## config.mk

```make
export PLATFORM = sky130hd
export DESIGN_NAME = cpu_seq
export DESIGN_NICKNAME = d
export VERILOG_FILES = /design/src/rtl/cpu_seq.sv
export SDC_FILE = /design/constraint.sdc
export NUM_CORES = 1
export LEC_CHECK = 0
export ABC_AREA = 1
export ABC_CLOCK_PERIOD_IN_PS = 3500
export BUFFER_PORTS_ARGS = -buffer_cell sky130_fd_sc_hd__buf_2
export CAP_MARGIN = 20
export CORE_MARGIN = 1
export CORE_UTILIZATION = 50
export CTS_CLUSTER_SIZE = 20
export DETAILED_ROUTE_END_ITERATION = 10
export GPL_TIMING_DRIVEN = 0
export PLACE_DENSITY = 0.71
export RECOVER_POWER = 25
export SYNTH_ARGS = -nofsm -noshare
export SYNTH_HDL_FRONTEND = slang
export SYNTH_SLANG_ARGS = --single-unit
```

## constraint.sdc

```tcl
create_clock -name clk -period 3.5 [get_ports clk]
set_input_delay 0.175 -clock clk [delete_from_list [all_inputs] [get_ports clk]]
set_output_delay 0.175 -clock clk [all_outputs]
set_load 0.05 [all_outputs]
```

## src/rtl/cpu_seq.sv

```systemverilog
// Multi-cycle instruction sequencer: FETCH -> DECODE -> EXECUTE -> WRITE_BACK, with HALT on fetch timeout.
// Optional CPU_SEQ_ALIGN_TRAP_EN: a misaligned control-flow target faults into HALT instead of being forced to word alignment.
module cpu_seq #(
    parameter int unsigned ADDR_W    = 7,
    parameter logic [31:0] RESET_PC  = 32'h0,
    parameter int unsigned FETCH_TMO = 15
) (
    input  logic              clk,
    input  logic              rst,
    output logic              imem_req,
    output logic [ADDR_W-1:0] imem_addr,
    input  logic              imem_ack,
    input  logic [31:0]       imem_rdata,
    output logic [31:0]       insn,
    input  logic [4:0]        opcode,
    input  logic [2:0]        funct3,
    input  logic [4:0]        rd,
    input  logic [31:0]       imm,
    input  logic [31:0]       rs1_val,
    input  logic [31:0]       rs2_val,
    input  logic [31:0]       alu_out,
    output logic              rf_rden,
    output logic              rf_wren,
    output logic [31:0]       rf_wdata,
    output logic [31:0]       pc,
    output logic [2:0]        state,
    output logic              fault
);

    typedef enum logic [2:0] {
        ST_FETCH      = 3'd0,
        ST_DECODE     = 3'd1,
        ST_EXECUTE    = 3'd2,
        ST_WRITE_BACK = 3'd3,
        ST_HALT       = 3'd4
    } state_e;

    localparam logic [4:0] OPC_OP     = 5'b01100;
    localparam logic [4:0] OPC_OPIMM  = 5'b00100;
    localparam logic [4:0] OPC_LUI    = 5'b01101;
    localparam logic [4:0] OPC_AUIPC  = 5'b00101;
    localparam logic [4:0] OPC_JAL    = 5'b11011;
    localparam logic [4:0] OPC_JALR   = 5'b11001;
    localparam logic [4:0] OPC_BRANCH = 5'b11000;
    localparam int unsigned CNT_W     = $clog2(FETCH_TMO + 1);

    function automatic logic br_taken(input logic [2:0] f3, input logic [31:0] a, input logic [31:0] b);
        case (f3)
            3'b000:  return a == b;
            3'b001:  return a != b;
            3'b100:  return $signed(a) <  $signed(b);
            3'b101:  return $signed(a) >= $signed(b);
            3'b110:  return a <  b;
            3'b111:  return a >= b;
            default: return 1'b0;
        endcase
    endfunction

    function automatic logic [31:0] next_pc(input logic [4:0] opc, input logic [2:0] f3, input logic [31:0] im,
                                            input logic [31:0] a, input logic [31:0] b, input logic [31:0] cur);
        case (opc)
            OPC_JAL:    return cur + im;
            OPC_JALR:   return (a + im) & 32'hFFFF_FFFE;
            OPC_BRANCH: return br_taken(f3, a, b) ? (cur + im) : (cur + 32'd4);
            default:    return cur + 32'd4;
        endcase
    endfunction

    function automatic logic writes_rd(input logic [4:0] opc, input logic [4:0] rdn);
        case (opc)
            OPC_OP, OPC_OPIMM, OPC_LUI, OPC_AUIPC, OPC_JAL, OPC_JALR: return rdn != 5'd0;
            default:                                                  return 1'b0;
        endcase
    endfunction

    function automatic logic [31:0] wb_data(input logic [4:0] opc, input logic [31:0] im,
                                            input logic [31:0] alu, input logic [31:0] cur);
        case (opc)
            OPC_JAL, OPC_JALR: return cur + 32'd4;
            OPC_AUIPC:         return cur + im;
            OPC_LUI:           return im;
            default:           return alu;
        endcase
    endfunction

    state_e             state_q, state_d;
    logic [31:0]        pc_q, pc_d, insn_q, insn_d;
    logic               req_q, req_d, rden_q, rden_d, wren_q, wren_d, fault_q, fault_d;
    logic [CNT_W-1:0]   wait_q, wait_d;
    logic [4:0]         opc_q, opc_d;
    logic [2:0]         f3_q, f3_d;
    logic [31:0]        imm_q, imm_d, rs1_q, rs1_d, rs2_q, rs2_d, alu_q, alu_d;
    logic [31:0]        npc_s;

    // Target computed from the operands captured in EXECUTE; used on the WRITE_BACK edge.
    assign npc_s = next_pc(opc_q, f3_q, imm_q, rs1_q, rs2_q, pc_q);

    // Next-state and next-output logic for the sequencer.
    always_comb begin
        state_d = state_q;
        pc_d    = pc_q;
        insn_d  = insn_q;
        req_d   = req_q;
        rden_d  = rden_q;
        wren_d  = wren_q;
        fault_d = fault_q;
        wait_d  = wait_q;
        opc_d   = opc_q;
        f3_d    = f3_q;
        imm_d   = imm_q;
        rs1_d   = rs1_q;
        rs2_d   = rs2_q;
        alu_d   = alu_q;
        case (state_q)
            ST_FETCH: begin
                if (req_q && imem_ack) begin
                    insn_d  = imem_rdata;
                    req_d   = 1'b0;
                    rden_d  = 1'b1;
                    wait_d  = {CNT_W{1'b0}};
                    state_d = ST_DECODE;
                end else if (req_q && (wait_q == CNT_W'(FETCH_TMO - 1))) begin
                    req_d   = 1'b0;
                    fault_d = 1'b1;
                    wait_d  = {CNT_W{1'b0}};
                    state_d = ST_HALT;
                end else if (req_q) begin
                    wait_d  = wait_q + CNT_W'(1);
                end else begin
                    req_d   = 1'b1;
                end
            end
            ST_DECODE: begin
                rden_d  = 1'b0;
                state_d = ST_EXECUTE;
            end
            ST_EXECUTE: begin
                opc_d   = opcode;
                f3_d    = funct3;
                imm_d   = imm;
                rs1_d   = rs1_val;
                rs2_d   = rs2_val;
                alu_d   = alu_out;
`ifdef CPU_SEQ_ALIGN_TRAP_EN
                wren_d  = writes_rd(opcode, rd) &&
                          (next_pc(opcode, funct3, imm, rs1_val, rs2_val, pc_q) & 32'd3) == 32'd0;
`else
                wren_d  = writes_rd(opcode, rd);
`endif
                state_d = ST_WRITE_BACK;
            end
            ST_WRITE_BACK: begin
                wren_d = 1'b0;
`ifdef CPU_SEQ_ALIGN_TRAP_EN
                if (npc_s[1:0] != 2'b00) begin
                    fault_d = 1'b1;
                    state_d = ST_HALT;
                end else begin
                    pc_d    = npc_s;
                    req_d   = 1'b1;
                    state_d = ST_FETCH;
                end
`else
                pc_d    = {npc_s[31:2], 2'b00};
                req_d   = 1'b1;
                state_d = ST_FETCH;
`endif
            end
            ST_HALT: begin
                req_d  = 1'b0;
                rden_d = 1'b0;
                wren_d = 1'b0;
            end
            default: begin
                req_d   = 1'b0;
                rden_d  = 1'b0;
                wren_d  = 1'b0;
                fault_d = 1'b1;
                state_d = ST_HALT;
            end
        endcase
    end

    // State and output registers with asynchronous active-low reset.
    always_ff @(posedge clk or negedge rst) begin
        if (!rst) begin
            state_q <= ST_FETCH;
            pc_q    <= RESET_PC;
            insn_q  <= 32'h0;
            req_q   <= 1'b0;
            rden_q  <= 1'b0;
            wren_q  <= 1'b0;
            fault_q <= 1'b0;
            wait_q  <= {CNT_W{1'b0}};
            opc_q   <= 5'h0;
            f3_q    <= 3'h0;
            imm_q   <= 32'h0;
            rs1_q   <= 32'h0;
            rs2_q   <= 32'h0;
            alu_q   <= 32'h0;
        end else begin
            state_q <= state_d;
            pc_q    <= pc_d;
            insn_q  <= insn_d;
            req_q   <= req_d;
            rden_q  <= rden_d;
            wren_q  <= wren_d;
            fault_q <= fault_d;
            wait_q  <= wait_d;
            opc_q   <= opc_d;
            f3_q    <= f3_d;
            imm_q   <= imm_d;
            rs1_q   <= rs1_d;
            rs2_q   <= rs2_d;
            alu_q   <= alu_d;
        end
    end

    assign imem_req  = req_q;
    assign imem_addr = pc_q[ADDR_W+1:2];
    assign insn      = insn_q;
    assign rf_rden   = rden_q;
    assign rf_wren   = wren_q;
    assign rf_wdata  = wb_data(opc_q, imm_q, alu_q, pc_q);
    assign pc        = pc_q;
    assign state     = state_q;
    assign fault     = fault_q;

endmodule

```

* After elaboration in Yosys (flattened, before gate mapping)
Cells that the tools add are included.
W data, S select, Z words.
** Word-level totals
- Flip-flop bits (word level) :: 209
- Bits of input ports :: 176
- Output and inout port bits :: 110
- Word-level logic and storage cells :: 90
** Operators by class
- Add/sub/neg operators :: 4
- Magnitude comparators :: 4
- Equal/unequal tests :: 27
- Multiplexer cells :: 21
- Bitwise operators :: 3
- Reductions and logical operators :: 17
** Operator list (number)
- $pmux W32 S3 :: 2
- $add A32 B32 Y32 :: 2
- $ge A32 B32 Y1 :: 2
- $lt A32 B32 Y1 :: 2
- $add A32 B3 Y32 const B :: 1
- $eq A32 B32 Y1 :: 1
- $mux W32 :: 1
- $ne A32 B32 Y1 :: 1
- $eq A5 B5 Y1 const B :: 5
- $eq A3 B3 Y1 const B :: 5
- $eq A5 B3 Y1 const B :: 3
- $eq A5 B4 Y1 const B :: 3
- $pmux W3 S5 :: 1
- $mux W4 :: 3
- $reduce_and A2 Y1 :: 4
- $reduce_or A2 Y1 :: 4
- $mux W1 :: 7
- $eq A3 B1 Y1 const B :: 2
- $eq A3 B2 Y1 const B :: 2
- $logic_not A3 Y1 :: 2
- $mux W3 :: 2
- $ne A2 B2 Y1 const B :: 3
- $pmux W1 S2 :: 3
- $pmux W1 S6 :: 1
- 11 further kinds :: 14

* Longest topological paths before layout
Gate-level depths: netlist of the first run.
- Word-level depth :: 5
- Depth in mapped cells :: 24
- Depth with buffers taken out :: 23

* Worst setup path after synthesis of the first run
No wires, ideal clock.
- Path kind :: register to output
- Start point :: register pc_q[2], in the netlist pc[2]
- End point :: output port rf_wdata[28]
- Data arrival time :: 3.082 ns
- Data required time :: 3.325 ns
- Slack :: 0.243 ns
- Stages on the path, launching flop included :: 13
- Path buffers :: 0
- Cell sequence :: dfrtp_1 > ha_1 > fa_1 > nand3_1 > nand2_1 > a21oi_2 > o21bai_1 > nand3_1 > nand3_1 > nand3_1 > nand2_1 > xnor2_1 > o2111ai_1
** On the way
- Cells in the longest elaborated chain, start to end :: 2
** RTL lines
- start: declaration :: line 87 : logic [31:0] pc_q, pc_d, insn_q, insn_d;
- start signal: assignment :: line 203 : pc_q <= pc_d;
- $add A32 B32 Y32 or $add A32 B3 Y32 (tied branches) :: line 80, 79
- $pmux W32 S3 * :: line 78 : case (opc)
- end: declaration :: line 24 : output logic [31:0] rf_wdata,
Mark *: on every way between the ends. The rest lies on a longest branch, timed or not.

* Worst setup path after layout of the first run
- Start point :: register imm_q[2]
- End point :: output port rf_wdata[30]
** On the way
- Cells in the longest elaborated chain, start to end :: 2
** RTL lines
- start: declaration :: line 92 : logic [31:0] imm_q, imm_d, rs1_q, rs1_d, rs2_q, rs2_d, alu_q, alu_d;
- start signal: assignment :: line 212 : imm_q <= imm_d;
- $add A32 B32 Y32 :: line 80 : OPC_AUIPC: return cur + im;
- $pmux W32 S3 :: line 78
Every way passes these cells.

==> results.yml, run 1 <==
detailed_routing:
  drt_first_iter_violations: 1603
  postRouteAntennaNets: 0
  wirelength_mm: 60.5
  routedWlPerCell_um: 20.8
  num_vias: 16500
  drc: 0
  avgViaCountPerCell: 5.66
  first_pass_iters: 6
synth:
  synth_top_area_share_pct: 35.9
  synth_cell_types: 58
  synth_edf_count: 0
  syn_area_sq_mm: 0.0146
  yosysWarningCount: 0
  synth_ff_type: "dfrtp_1"
  ys_ff_latch: 209
  avgSynthCellArea_sq_um: 7.21
  yosys.area.top_type: "dfrtp_1"
  netlist_instances: 2019
  synth.area.top_cells: "dfrtp_1 36%, nand2_1 19%, ha_1 8.1%, inv_1 4.5%, a21oi_1 4.4%"
  postSynth.asyncResetShare_pct: 100
  ys_seq_area_share_pct: 35.9
floorplan:
  rows: 62
  die_height_um: 173
  dieArea_sq_mm: 0.0298
  core_sq_mm: 0.0287
  num_io_pins: 286
  die_x_um: 173
  start_util_pct: 50.7
layout:
  drive_gt1_share_pct: 18.6
  antennaDiodeCount: 0
  nFillCells: 2396
  final_area_sq_mm: 0.0195
  layout.nets: 2781
  area_delta_synth_final_pct: 34.2
timing:
  clock-skew-final_ps: 13.7
  max_slew_margin_pct: -0.00189
  slew_viol_final: 1
  finalCritPeriodShare_pct: 98.4
  worst_pin_slew_ps: 1500
  max_freq_mhz: 290
  min_period_ps: 3440
  setup_viol: 0
  setup_tns_ps: 0
  final-hold-violation-count: 0
placed_design:
  io_buffers: 283
  dpl_cell_area_sq_mm: 0.0165
  dp_hpwl_mm: 43.2
  place.gp.congestion: 1.02
clock_tree:
  cts_tree: "done"
  clk-insertion-delay-late_ps: 560
  cts_buffer_depth: 3
  clock_sinks: 209
  numCtsBuffers: 25
  htree_levels: 1
  root_buffer: "clkbuf_16"
  path_clk_slew_ps: 60
critical_path:
  critPathKind: "flip-flop to output pin"
  critPathMaxFanout: 4
  end_kind: "output pin"
  cp.required_ps: 3320
  start_kind: "flip-flop"
  arrival_ps: 3270
power:
  swShare_pct: 22.2
  power.switching_uw: 1250
  intPower_uw: 4390
  p_leak_uw: 0.00961
  combPwrFrac_pct: 5.6
  seq_power_share_pct: 42.9
  power.density_mw_per_mm2: 289
  vdd_drop_max_v: 0.000416
  clkPwrFrac_pct: 51.5
min_path:
  hp-class: "input pin to flip-flop"
global_route:
  grt_pass1_vias: 16100
  gr-total-overflow: 0
  grt_usage_pct: 39.8
  grt_max_degree: 113
  antenna_found_initial: 0
  grt_pass1_wl_mm: 91.0
outcome:
  failed_checks: "max-slew violations"
  outcome: "finished with violations"
job:
  max_cap_violations: 0
[repair_timing]
action | 4_1_cts | 5_1_grt
buffers inserted | 2 | 5
gates resized for setup | 37 | 65
pin swaps | 2 | 6
hold endpoints to repair | 280 | 0
hold buffers | 171 | 0
endpoints found under the setup margin | 30 | 24
[area by class of cell]
type / count / area (sq um) / share of cell area (%)
buffer: 67 / 305 / 1.56
clock buffer: 36 / 747 / 3.83
clock inverter: 8 / 158 / 0.808
inverter: 179 / 673 / 3.45
multi-input combinational: 1565 / 8670 / 44.4
sequential: 209 / 5250 / 26.9
tap: 384 / 480 / 2.46
timing repair buffer: 463 / 3230 / 16.6
[Yosys cell counts, types with 2 or more instances]
| master | count |
|---|---|
| o211ai_1 | 5 |
| a21oi_1 | 127 |
| nand4_1 | 26 |
| o21ai_1 | 10 |
| nand2_4 | 3 |
| xnor2_1 | 20 |
| dfrtp_1 | 209 |
| a211oi_1 | 6 |
| xor2_1 | 34 |
| a31oi_1 | 6 |
| nor3_1 | 27 |
| ha_1 | 94 |
| or2_1 | 2 |
| a22o_1 | 2 |
| a21o_1 | 11 |
| o21ai_0 | 119 |
| a221oi_1 | 3 |
| o21bai_1 | 8 |
| o21a_1 | 6 |
| nor2_1 | 127 |
| nand2_1 | 732 |
| nand3_1 | 77 |
| nor3_2 | 5 |
| nand2_2 | 4 |
| nand3b_1 | 6 |
| a21boi_0 | 4 |
| o31ai_1 | 2 |
| inv_1 | 173 |
| mux2_2 | 32 |
| buf_2 | 4 |
| nand3_4 | 2 |
| nor2_4 | 3 |
| buf_4 | 10 |
| nand3_2 | 4 |
| o2111ai_1 | 27 |
| clkbuf_1 | 52 |
| a21oi_2 | 2 |
| nor2_2 | 3 |
| or2_2 | 10 |
| inv_2 | 4 |
[through the flow]
stage	util (%)	instances	hold WS [ps]	setup WS [ps]	total power [uW]
global route	68.0	2911	181	-13.9	5750
finish	68.0	2911	152	57.4	5640
detailed placement	57.5	2689	304	-141	2630
global placement	57.3	2687	377	-1480	2620
CTS	67.2	2906	112	-40.0	5640
floorplan	-	2020	-121	243	2470
[power by group through the flow]
stage          clock network (uW)  registers (uW)  logic, uW
3_5_place_dp                    0            2460        166
3_3_place_gp                    0            2460        158
4_1_cts                      2910            2420        311
6_report                     2900            2420        318
2_1_floorplan                   0            2460       8.54
5_1_grt                      2990            2420        345
[cells by family after synthesis]
logic type	Yosys count	share of synthesized area (%)
AO/OA/AOI/OAI	345	13.7
AND/OR/NAND/NOR	1037	29.7
multiplexers	32	2.48
flip-flops	209	35.9
buffers and inverters	246	6.70
adder cells (fa/ha/maj)	95	8.22
other	1	0.0258
XOR/XNOR	54	3.25
[worst paths after layout]
kind | from | to | slack [ps] | cells past startpoint
hold / removal | imem_ack | imem_req$_DFFE_PN0N_ | 150 | 6
max in group asynchronous | rst | pc[13]$_DFFE_PN0P_ | 1110 | 3
min in group asynchronous | rst | rs2_q[18]$_DFFE_PN0P_ | 220 | 2
setup / recovery | imm_q[2]$_DFFE_PN0P_ | rf_wdata[30] | 60 | 14
hold reg to reg | alu_q[2]$_DFFE_PN0P_ | alu_q[2]$_DFFE_PN0P_ | 470 | 2
setup reg to reg | rs1_q[17]$_DFFE_PN0P_ | pc[18]$_DFFE_PN0P_ | 540 | 20
[placed cells by master, fill, tap and decap left out, types with 5 or more instances in the layout]
cell type / n
o21a_1: 6
nand2_1: 729
clkbuf_8: 8
dfrtp_1: 192
ha_1: 83
nand3_2: 8
ha_4: 9
o2111ai_1: 22
o21bai_1: 7
a21o_1: 11
nand4_1: 26
clkbuf_16: 25
a21oi_1: 121
o211ai_1: 5
nor2_1: 123
dlygate4sd3_1: 171
xnor2_1: 19
buf_2: 257
o21ai_0: 116
xor2_1: 33
or2_2: 10
nand2_2: 7
a31oi_1: 5
nor3_2: 7
nand3b_1: 6
nor2_2: 5
nor2_4: 5
o21ai_1: 11
nor3_1: 25
buf_4: 23
nand3_1: 73
inv_1: 173
a21oi_2: 6
clkbuf_1: 70
buf_6: 7
dfrtp_2: 17
a211oi_1: 6
mux2_2: 32
[metal layers]
layer | wire, um | GRT usage [%] | up-vias
li1 | - | - | 7614
met1 | 24000 | 51.4 | 7726
met2 | 27100 | 62.8 | 945
met3 | 5750 | 7.76 | 191
met4 | 3620 | 21.8 | 0
met5 | 0 | 0 | -
[worst max-delay path, stage by stage (launching register included)]
cell and delay, ps:
dfrtp_2 440, ha_1 220, fa_2 360, nand3_1 90, nand2_1 130, a21oi_4 230, o21bai_4 130, nand2_1 100
nand2_2 130, nand3_2 140, nand2_1 70, nand2_1 170, nand3_1 120, o2111ai_2 160, buf_6 210
[sequential cells by signal (all words and copies together), names as in the netlist, 3 cells and up]
register / count
insn: 32
state: 3
pc: 30
wait_q: 4
opc_q: 5
rs2_q: 32
rs1_q: 32
f3_q: 3
alu_q: 32
imm_q: 32
(Power assumes the default switching activity.)
==> run 2: changes to the inputs <==
- ABC_CLOCK_PERIOD_IN_PS: 3500 -> 3410
- CTS_BUF_LIST: not set -> sky130_fd_sc_hd__clkbuf_4 sky130_fd_sc_hd__clkbuf_8
- PLACE_DENSITY: 0.71 -> 0.8
- clock period: 3.5 -> 3.41 ns (I/O delays scaled with it)
==> results.yml, run 2 (synthesis gave the netlist of run 1 again) <==
detailed_routing:
  drt_first_iter_violations: 1778
  wirelength_mm: 64.1
  routedWlPerCell_um: 21.7
  num_vias: 17200
  postRouteAntennaNets: 0
  first_pass_iters: 9
  drc: 0
  avgViaCountPerCell: 5.83
layout:
  final_common_cell: "nand2_1"
  final_area_sq_mm: 0.0197
  drive_gt1_share_pct: 20.5
  final_cell_mix: "722 x nand2_1, 240 x buf_2, 187 x dfrtp_1"
  antennaDiodeCount: 0
  fin_cells: 2949
  area_delta_synth_final_pct: 35.3
  nFillCells: 2271
  layout.nets: 2810
job:
  max_cap_violations: 1
timing:
  rsz0062_at_grt: "true"
  max_freq_mhz: 297
  timing.hold.ws_ps: 42.5
  finalCritPeriodShare_pct: 98.6
  final-hold-violation-count: 0
  min_period_ps: 3360
  max_slew_margin_pct: -64.7
  slew_viol_final: 87
  worst_pin_slew_ps: 2470
  clock-skew-final_ps: 23.3
  setup_viol: 0
critical_path:
  crit_slowest_cell: "dfrtp_2"
  rr_worst_depth: 13
  critPathKind: "flip-flop to output pin"
  start_kind: "flip-flop"
  arrival_ps: 3190
  crit_chain: "ha_4 -> nand3_1 -> nand2_1 -> a21boi_4 -> o21ai_4 -> nand3_2 -> o21ai_4 -> xor2_2 -> inv_1 -> nand2_1 -> o2111ai_4 -> buf_6"
  max_stage_delay_ps: 480
  critPathMaxFanout: 4
  end_kind: "output pin"
  cp.required_ps: 3240
floorplan:
  die_x_um: 173
  dieArea_sq_mm: 0.0298
  start_util_pct: 50.7
  rows: 62
  num_io_pins: 286
  core_sq_mm: 0.0287
  die_height_um: 173
clock_tree:
  path_clk_slew_ps: 70
  clk-insertion-delay-late_ps: 560
  cts_buffer_depth: 3
  root_buffer: "clkbuf_8"
  htree_levels: 2
  cts_tree: "done"
  clock_sinks: 209
  numCtsBuffers: 39
min_path:
  min_delay_path_depth: 3
  hp-class: "input pin to flip-flop"
placed_design:
  place.gp.congestion: 1.02
  dp_hpwl_mm: 44.3
  place_inst: 2689
  io_buffers: 283
  dpl_cell_area_sq_mm: 0.0165
global_route:
  gr-total-overflow: 0
  grt_usage_pct: 42.5
  grt_pass1_vias: 17000
  grt_pass1_wl_mm: 96.9
  antenna_found_initial: 0
  grt_max_degree: 124
power:
  vdd_drop_max_v: 0.000320
  total_power_uw: 5530
  power.density_mw_per_mm2: 281
  p_leak_uw: 0.00967
outcome:
  outcome: "finished with violations"
  failed_checks: "max-capacitance violations, max-slew violations"
[run 2: changes by cell type in the layout (fill, tap and decap cells not counted), sizes merged]
cell / delta
inv: -1
dlygate4sd3: -1
bufinv: -2
clkinvlp: +1
clkinv: +3
clkbuf: +38
[run 2: final timing paths]
check | start | slack [ps] | to
setup / recovery | imm_q[4]$_DFFE_PN0P_ | 50 | rf_wdata[31]
hold / removal | rd[0] | 40 | rf_wren$_DFFE_PN0N_
setup reg to reg | imm_q[2]$_DFFE_PN0P_ | 380 | pc[21]$_DFFE_PN0P_
hold reg to reg | alu_q[10]$_DFFE_PN0P_ | 480 | alu_q[10]$_DFFE_PN0P_
max in group asynchronous | rst | 870 | pc[14]$_DFFE_PN0P_
min in group asynchronous | rst | 900 | rs2_q[19]$_DFFE_PN0P_
[run 2: layout make-up]
class	count	area [sq um]	area share, %
repair buffers	478	3340	16.9
plain buffers	67	310	1.58
clock buffers	58	729	3.71
multi-input cells	1565	8790	44.6
well taps	384	480	2.44
clock inverters	9	108	0.547
flip-flops and latches	209	5260	26.7
inverters	179	677	3.44
[run 2: timing repair]
action / CTS / global route
setup buffers: 8 / 15
hold endpoints to repair: 255 / 0
hold buffers: 170 / 0
pin swaps: 10 / 17
setup endpoints to repair: 30 / 27
gates resized for setup: 71 / 66
[run 2: critical path, delay by kind of cell (launching register included)]
family	cells	cell delay, ps
DFF	1	480
adders and majority gates	1	320
xor gates and xnor gates	1	200
buffers and inverters	2	310
and+or+nand+nor	4	530
AOI/OAI and AO/OA	4	810
[run 2: metrics by stage]
step	utilization [%]	setup slack [ps]	TNS [ps]
after global routing	68.6	-59.7	-85.4
after detailed placement	57.5	-272	-272
final	68.6	46.4	0
after floorplan	-	158	0
after global placement	57.3	-1450	-294490
after CTS	67.6	-19.9	-33.0
[run 2: where the power goes]
| group | switching, uW | internal [uW] |
|---|---|---|
| Clock | 1190 | 1530 |
| Combinational | 131 | 203 |
| Sequential | 0 | 2480 |
[run 2: per-layer routing]
layer / part of all wire (%) / track usage, % / vias up
met2: 45 / 67.2 / 1188
met5: 0 / 0 / -
met4: 6.5 / 25.1 / 0
met1: 39 / 53.7 / 8043
li1: - / - / 7687
met3: 9.8 / 8.82 / 268
